$ cat config.mk
export PLATFORM = sky130hd
export DESIGN_NAME = spi_peripheral
export DESIGN_NICKNAME = d
export VERILOG_FILES = /design/src/rtl/spi_cfg_pkg.sv /design/src/rtl/spi_peripheral_sync_edge.sv /design/src/rtl/spi_peripheral.sv
export SDC_FILE = /design/constraint.sdc
export NUM_CORES = 1
export LEC_CHECK = 0
export CAP_MARGIN = 20
export CORE_ASPECT_RATIO = 0.5
export CORE_MARGIN = 2
export CORE_UTILIZATION = 53
export CTS_CLUSTER_SIZE = 30
export DETAILED_ROUTE_END_ITERATION = 10
export HOLD_SLACK_MARGIN = 0.1
export PLACE_DENSITY = 0.85
export REMOVE_ABC_BUFFERS = 1
export SETUP_SLACK_MARGIN = 0.2
export SLEW_MARGIN = 15
export SYNTH_ARGS = -nofsm -noshare
export SYNTH_HDL_FRONTEND = slang
export SYNTH_HIERARCHICAL = 1
export SYNTH_SLANG_ARGS = --single-unit
$ cat constraint.sdc
create_clock -name clk -period 2.58 [get_ports clk]
set_input_delay 0.387 -clock clk [delete_from_list [all_inputs] [get_ports clk]]
set_output_delay 0.387 -clock clk [all_outputs]
set_load 0.01 [all_outputs]
$ cat src/rtl/spi_cfg_pkg.sv
// Shared constants and FSM encoding for the SPI configuration front-end.
package spi_cfg_pkg;
    localparam logic [6:0] ADDR_EN_OUT_LO = 7'h00;
    localparam logic [6:0] ADDR_EN_OUT_HI = 7'h01;
    localparam logic [6:0] ADDR_EN_PWM_LO = 7'h02;
    localparam logic [6:0] ADDR_EN_PWM_HI = 7'h03;
    localparam logic [6:0] ADDR_DUTY      = 7'h04;

    localparam int FRAME_BITS = 16;
    localparam int CNT_SAT    = FRAME_BITS + 1;

    typedef enum logic [1:0] {IDLE, SHIFT, COMMIT} state_e;
endpackage

$ cat src/rtl/spi_peripheral_sync_edge.sv
// Multi-flop synchronizer for one raw pin, with a history flop for edge detection.
module sync_edge #(
    parameter int   STAGES  = 2,
    parameter logic RST_VAL = 1'b0
) (
    input  logic clk,
    input  logic rst_n,
    input  logic d_i,
    output logic level_o,
    output logic rise_o,
    output logic fall_o
);
    logic [STAGES-1:0] sync_q;
    logic              hist_q;

    always_ff @(posedge clk or negedge rst_n) begin
        if (!rst_n) begin
            sync_q <= {STAGES{RST_VAL}};
            hist_q <= RST_VAL;
        end else begin
            sync_q <= {sync_q[STAGES-2:0], d_i};
            hist_q <= sync_q[STAGES-1];
        end
    end

    assign level_o = sync_q[STAGES-1];
    assign rise_o  = level_o & ~hist_q;
    assign fall_o  = ~level_o & hist_q;
endmodule

$ cat src/rtl/spi_peripheral.sv
// Write-only SPI mode-0 receiver holding the five PWM configuration registers.
module spi_peripheral
    import spi_cfg_pkg::*;
#(
    parameter int         SYNC_STAGES = 2,
    parameter logic [6:0] MAX_ADDR    = 7'h04
) (
    input  logic       clk,
    input  logic       rst_n,
    input  logic       sclk,
    input  logic       copi,
    input  logic       ncs,
    output logic [7:0] en_reg_out_7_0,
    output logic [7:0] en_reg_out_15_8,
    output logic [7:0] en_reg_pwm_7_0,
    output logic [7:0] en_reg_pwm_15_8,
    output logic [7:0] pwm_duty_cycle
);
    logic sclk_s, sclk_rise, sclk_fall;
    logic copi_s, copi_rise, copi_fall;
    logic ncs_s, ncs_rise, ncs_fall;
    logic unused_edges;

    sync_edge #(.STAGES(SYNC_STAGES), .RST_VAL(1'b0)) u_sclk (
        .clk(clk), .rst_n(rst_n), .d_i(sclk),
        .level_o(sclk_s), .rise_o(sclk_rise), .fall_o(sclk_fall));
    sync_edge #(.STAGES(SYNC_STAGES), .RST_VAL(1'b0)) u_copi (
        .clk(clk), .rst_n(rst_n), .d_i(copi),
        .level_o(copi_s), .rise_o(copi_rise), .fall_o(copi_fall));
    sync_edge #(.STAGES(SYNC_STAGES), .RST_VAL(1'b1)) u_ncs (
        .clk(clk), .rst_n(rst_n), .d_i(ncs),
        .level_o(ncs_s), .rise_o(ncs_rise), .fall_o(ncs_fall));

    assign unused_edges = ^{sclk_s, sclk_fall, copi_rise, copi_fall, ncs_s};

    state_e      state_q, state_d;
    logic [4:0]  cnt_q, cnt_d;
    logic [15:0] shreg_q, shreg_d;
    logic        commit_we;

    always_ff @(posedge clk or negedge rst_n) begin
        if (!rst_n) begin
            state_q <= IDLE;
            cnt_q   <= '0;
            shreg_q <= '0;
        end else begin
            state_q <= state_d;
            cnt_q   <= cnt_d;
            shreg_q <= shreg_d;
        end
    end

    always_comb begin
        state_d   = state_q;
        cnt_d     = cnt_q;
        shreg_d   = shreg_q;
        commit_we = 1'b0;
        case (state_q)
            IDLE: begin
                if (ncs_fall) begin
                    cnt_d   = '0;
                    shreg_d = '0;
                    state_d = SHIFT;
                end
            end
            SHIFT: begin
                // End of frame takes priority over a coincident SCLK edge.
                if (ncs_rise) begin
                    state_d = (cnt_q == 5'(FRAME_BITS) && shreg_q[15]) ? COMMIT : IDLE;
                end else if (sclk_rise) begin
                    shreg_d = {shreg_q[14:0], copi_s};
                    cnt_d   = (cnt_q == 5'(CNT_SAT)) ? cnt_q : cnt_q + 5'd1;
                end
            end
            COMMIT: begin
                commit_we = (shreg_q[14:8] <= MAX_ADDR);
                state_d   = IDLE;
            end
            default: state_d = IDLE;
        endcase
    end

    always_ff @(posedge clk or negedge rst_n) begin
        if (!rst_n) begin
            en_reg_out_7_0  <= '0;
            en_reg_out_15_8 <= '0;
            en_reg_pwm_7_0  <= '0;
            en_reg_pwm_15_8 <= '0;
            pwm_duty_cycle  <= '0;
        end else if (commit_we) begin
            case (shreg_q[14:8])
                ADDR_EN_OUT_LO: en_reg_out_7_0  <= shreg_q[7:0];
                ADDR_EN_OUT_HI: en_reg_out_15_8 <= shreg_q[7:0];
                ADDR_EN_PWM_LO: en_reg_pwm_7_0  <= shreg_q[7:0];
                ADDR_EN_PWM_HI: en_reg_pwm_15_8 <= shreg_q[7:0];
                ADDR_DUTY:      pwm_duty_cycle  <= shreg_q[7:0];
                default: ;
            endcase
        end
    end
endmodule

==> impl_metrics.toml <==
[outcome]
status = "complete, no violations"

[cells_and_area]
multi_input_area_um2 = 968
seq_area_um2 = 1780
fill_cells = 339
diodes = 0
layout-drive-gt1-share_pct = 32.3
nets = 238
stdcell_count = 305
area_growth_pct = 27.8

[sta]
min_period_ns = 2.03
hold_viol_final = 0
finalMaxSlewViolations = 0
slew_headroom_pct = 52.7
finClkSkew_ns = 0.00805
setup_viol = 0
period_share_pct = 78.7
fmax_ghz = 0.492
worstMarginPinSlew_ns = 0.710
rsz0062_at_grt = "no"

[setup_path]
critPathLaunchType = "flip-flop"
cp.arrival_ns = 2.30
setup.worst_path.class = "flip-flop to flip-flop"
worst_r2r_startpoint = "u_ncs/sync_q[1]"
cp.required_ns = 2.85
regToRegSetupSlack_ns = 0.55
reg2reg_to = "shreg_q[0]"
path_max_fanout = 17
worstRegToRegCells = 5
endpoint_kind = "flip-flop"

[floorplanning]
die_y_um = 55.1
die_area_um2 = 5850
rows = 18
core_um2 = 4980
ioPinCount = 45
start_util_pct = 55.6
die_w_um = 106

[flow_run]
cap_violations = 0

[place]
gp_congestion = 0.750
port_buffers = 44
dp.cells = 289
place_hpwl_mm = 3.56

[power_and_ir_drop]
power.leakage_nw = 1.70
internal-power_w = 0.00177
swShare_pct = 24.3
vdd_ir_drop_max_mv = 0.378
clkPwrFrac_pct = 41.1
p_comb_share_pct = 6.7
finalPower_w = 0.00234
seq_power_share_pct = 52.2
p_sw_w = 0.000568
power_density_nw_per_um2 = 662

[clocking]
clockBufferDepth = 2
cts.sinks = 71
root_buffer = "clkbuf_8"
cts_tree = "done"
clk_latency_ns = 0.34
post_cts_buffers = 0
cts_hold_buf = 0
numCtsBuffers = 9
cts_htree_levels = 3
clk_pin_slew_ns = 0.08
cts_resized = 0

[global_route]
overflow = 0
grt_pass1_vias = 1757
antenna_found_initial = 0
grt_pass1_wl_mm = 8.70
grt_util_all_layers_pct = 20.5
grt_max_degree = 41

[route]
drt_iter0_markers = 46
drc = 0
num_vias = 1672
routed_wl_mm = 5.19
wl_per_cell_um = 17.0
avgViaCountPerCell = 5.48
antenna_left = 0
first_pass_iters = 4

[hold_path]
hp-class = "input port to asynchronous set/reset pin"

[synthesis]
synth-warning-count = 6
synth_area_um2 = 2770
synth.avg_cell_area_um2 = 15.6
synthCells = 177
area by class of cell:
type / count / share of cell area (%)
Sequential cell: 71 / 50.3
Clock buffer: 9 / 3.50
Timing Repair Buffer: 47 / 13.3
Clock inverter: 7 / 2.72
Multi-Input combinational cell: 98 / 27.4
Tap cell: 70 / 2.48
Inverter: 3 / 0.318
worst max-delay path, cell delays in order (launching register included):
cell,delay [ns]
dfstp_2,0.54
nor2b_1,0.32
nor4bb_4,0.10
buf_4,0.22
nor2_2,0.54
a22o_1,0.24
power by group through the flow:
stage	clock, W	sequential, W	combinational (W)
after floorplan	0	0.00122	0.000104
after global placement	0	0.00124	0.000156
after detailed placement	0	0.00124	0.000162
after CTS	0.000988	0.00122	0.000163
after global routing	0.00104	0.00123	0.000182
final	0.000962	0.00122	0.000158
cells in the final DEF (no fill, tap or decap), drive strengths merged, types with 2 or more instances in the layout:
master and n:
dfstp 3, nand4b 2, nor2b 3, inv 4
nand2 2, bufinv 2, buf 4, clkinv 4
nand3 3, a22o 16, dfrtp 68, and4 2
mux2 41, or4 2, clkdlybuf4s50 43, ha 3
o211ai 4, nor3b 2, nor2 4, clkbuf 9
worst max-delay path by stage:
stage	start	to	slack, ns	depth (start not counted)
finish	u_ncs/sync_q[1]	shreg_q[0]	0.55	5
global route	u_ncs/sync_q[1]	shreg_q[0]	0.36	5
CTS	u_ncs/sync_q[1]	shreg_q[0]	0.53	5
detailed placement	u_ncs/sync_q[1]	shreg_q[0]	0.57	5
global placement	u_ncs/sync_q[1]	shreg_q[13]	0.59	5
floorplan	u_ncs/hist_q	cnt_q[0]	-0.34	4
flip-flops by register name, indices dropped and copies added, names as in the netlist, 5 cells and up:
signal,cells
cnt_q,5
en_reg_out_7_0,8
en_reg_pwm_7_0,8
shreg_q,16
en_reg_pwm_15_8,8
pwm_duty_cycle,8
en_reg_out_15_8,8
metrics by stage:
stage                     hold slack (ns)  TNS, ns  area, um^2  utilization (%)  setup slack (ns)
after global routing                0.125        0        3540             71.1             0.363
after CTS                           0.105        0        3540             71.1             0.527
after detailed placement            0.336        0        3320             66.7             0.570
after floorplan                    0.0914    -4.92        2750                -            -0.336
final                              0.0908        0        3540             71.1             0.549
after global placement              0.334        0        3320             66.7             0.592
routing by layer:
| layer | vias to the layer above | GRT usage, % | wire length [um] |
|---|---|---|---|
| met2 | 35 | 35.0 | 2630 |
| met4 | 0 | 7.46 | 27 |
| li1 | 765 | - | - |
| met3 | 2 | 7.38 | 186 |
| met5 | - | 0 | 0 |
| met1 | 870 | 25.0 | 2350 |
(Power assumes the default switching activity.)
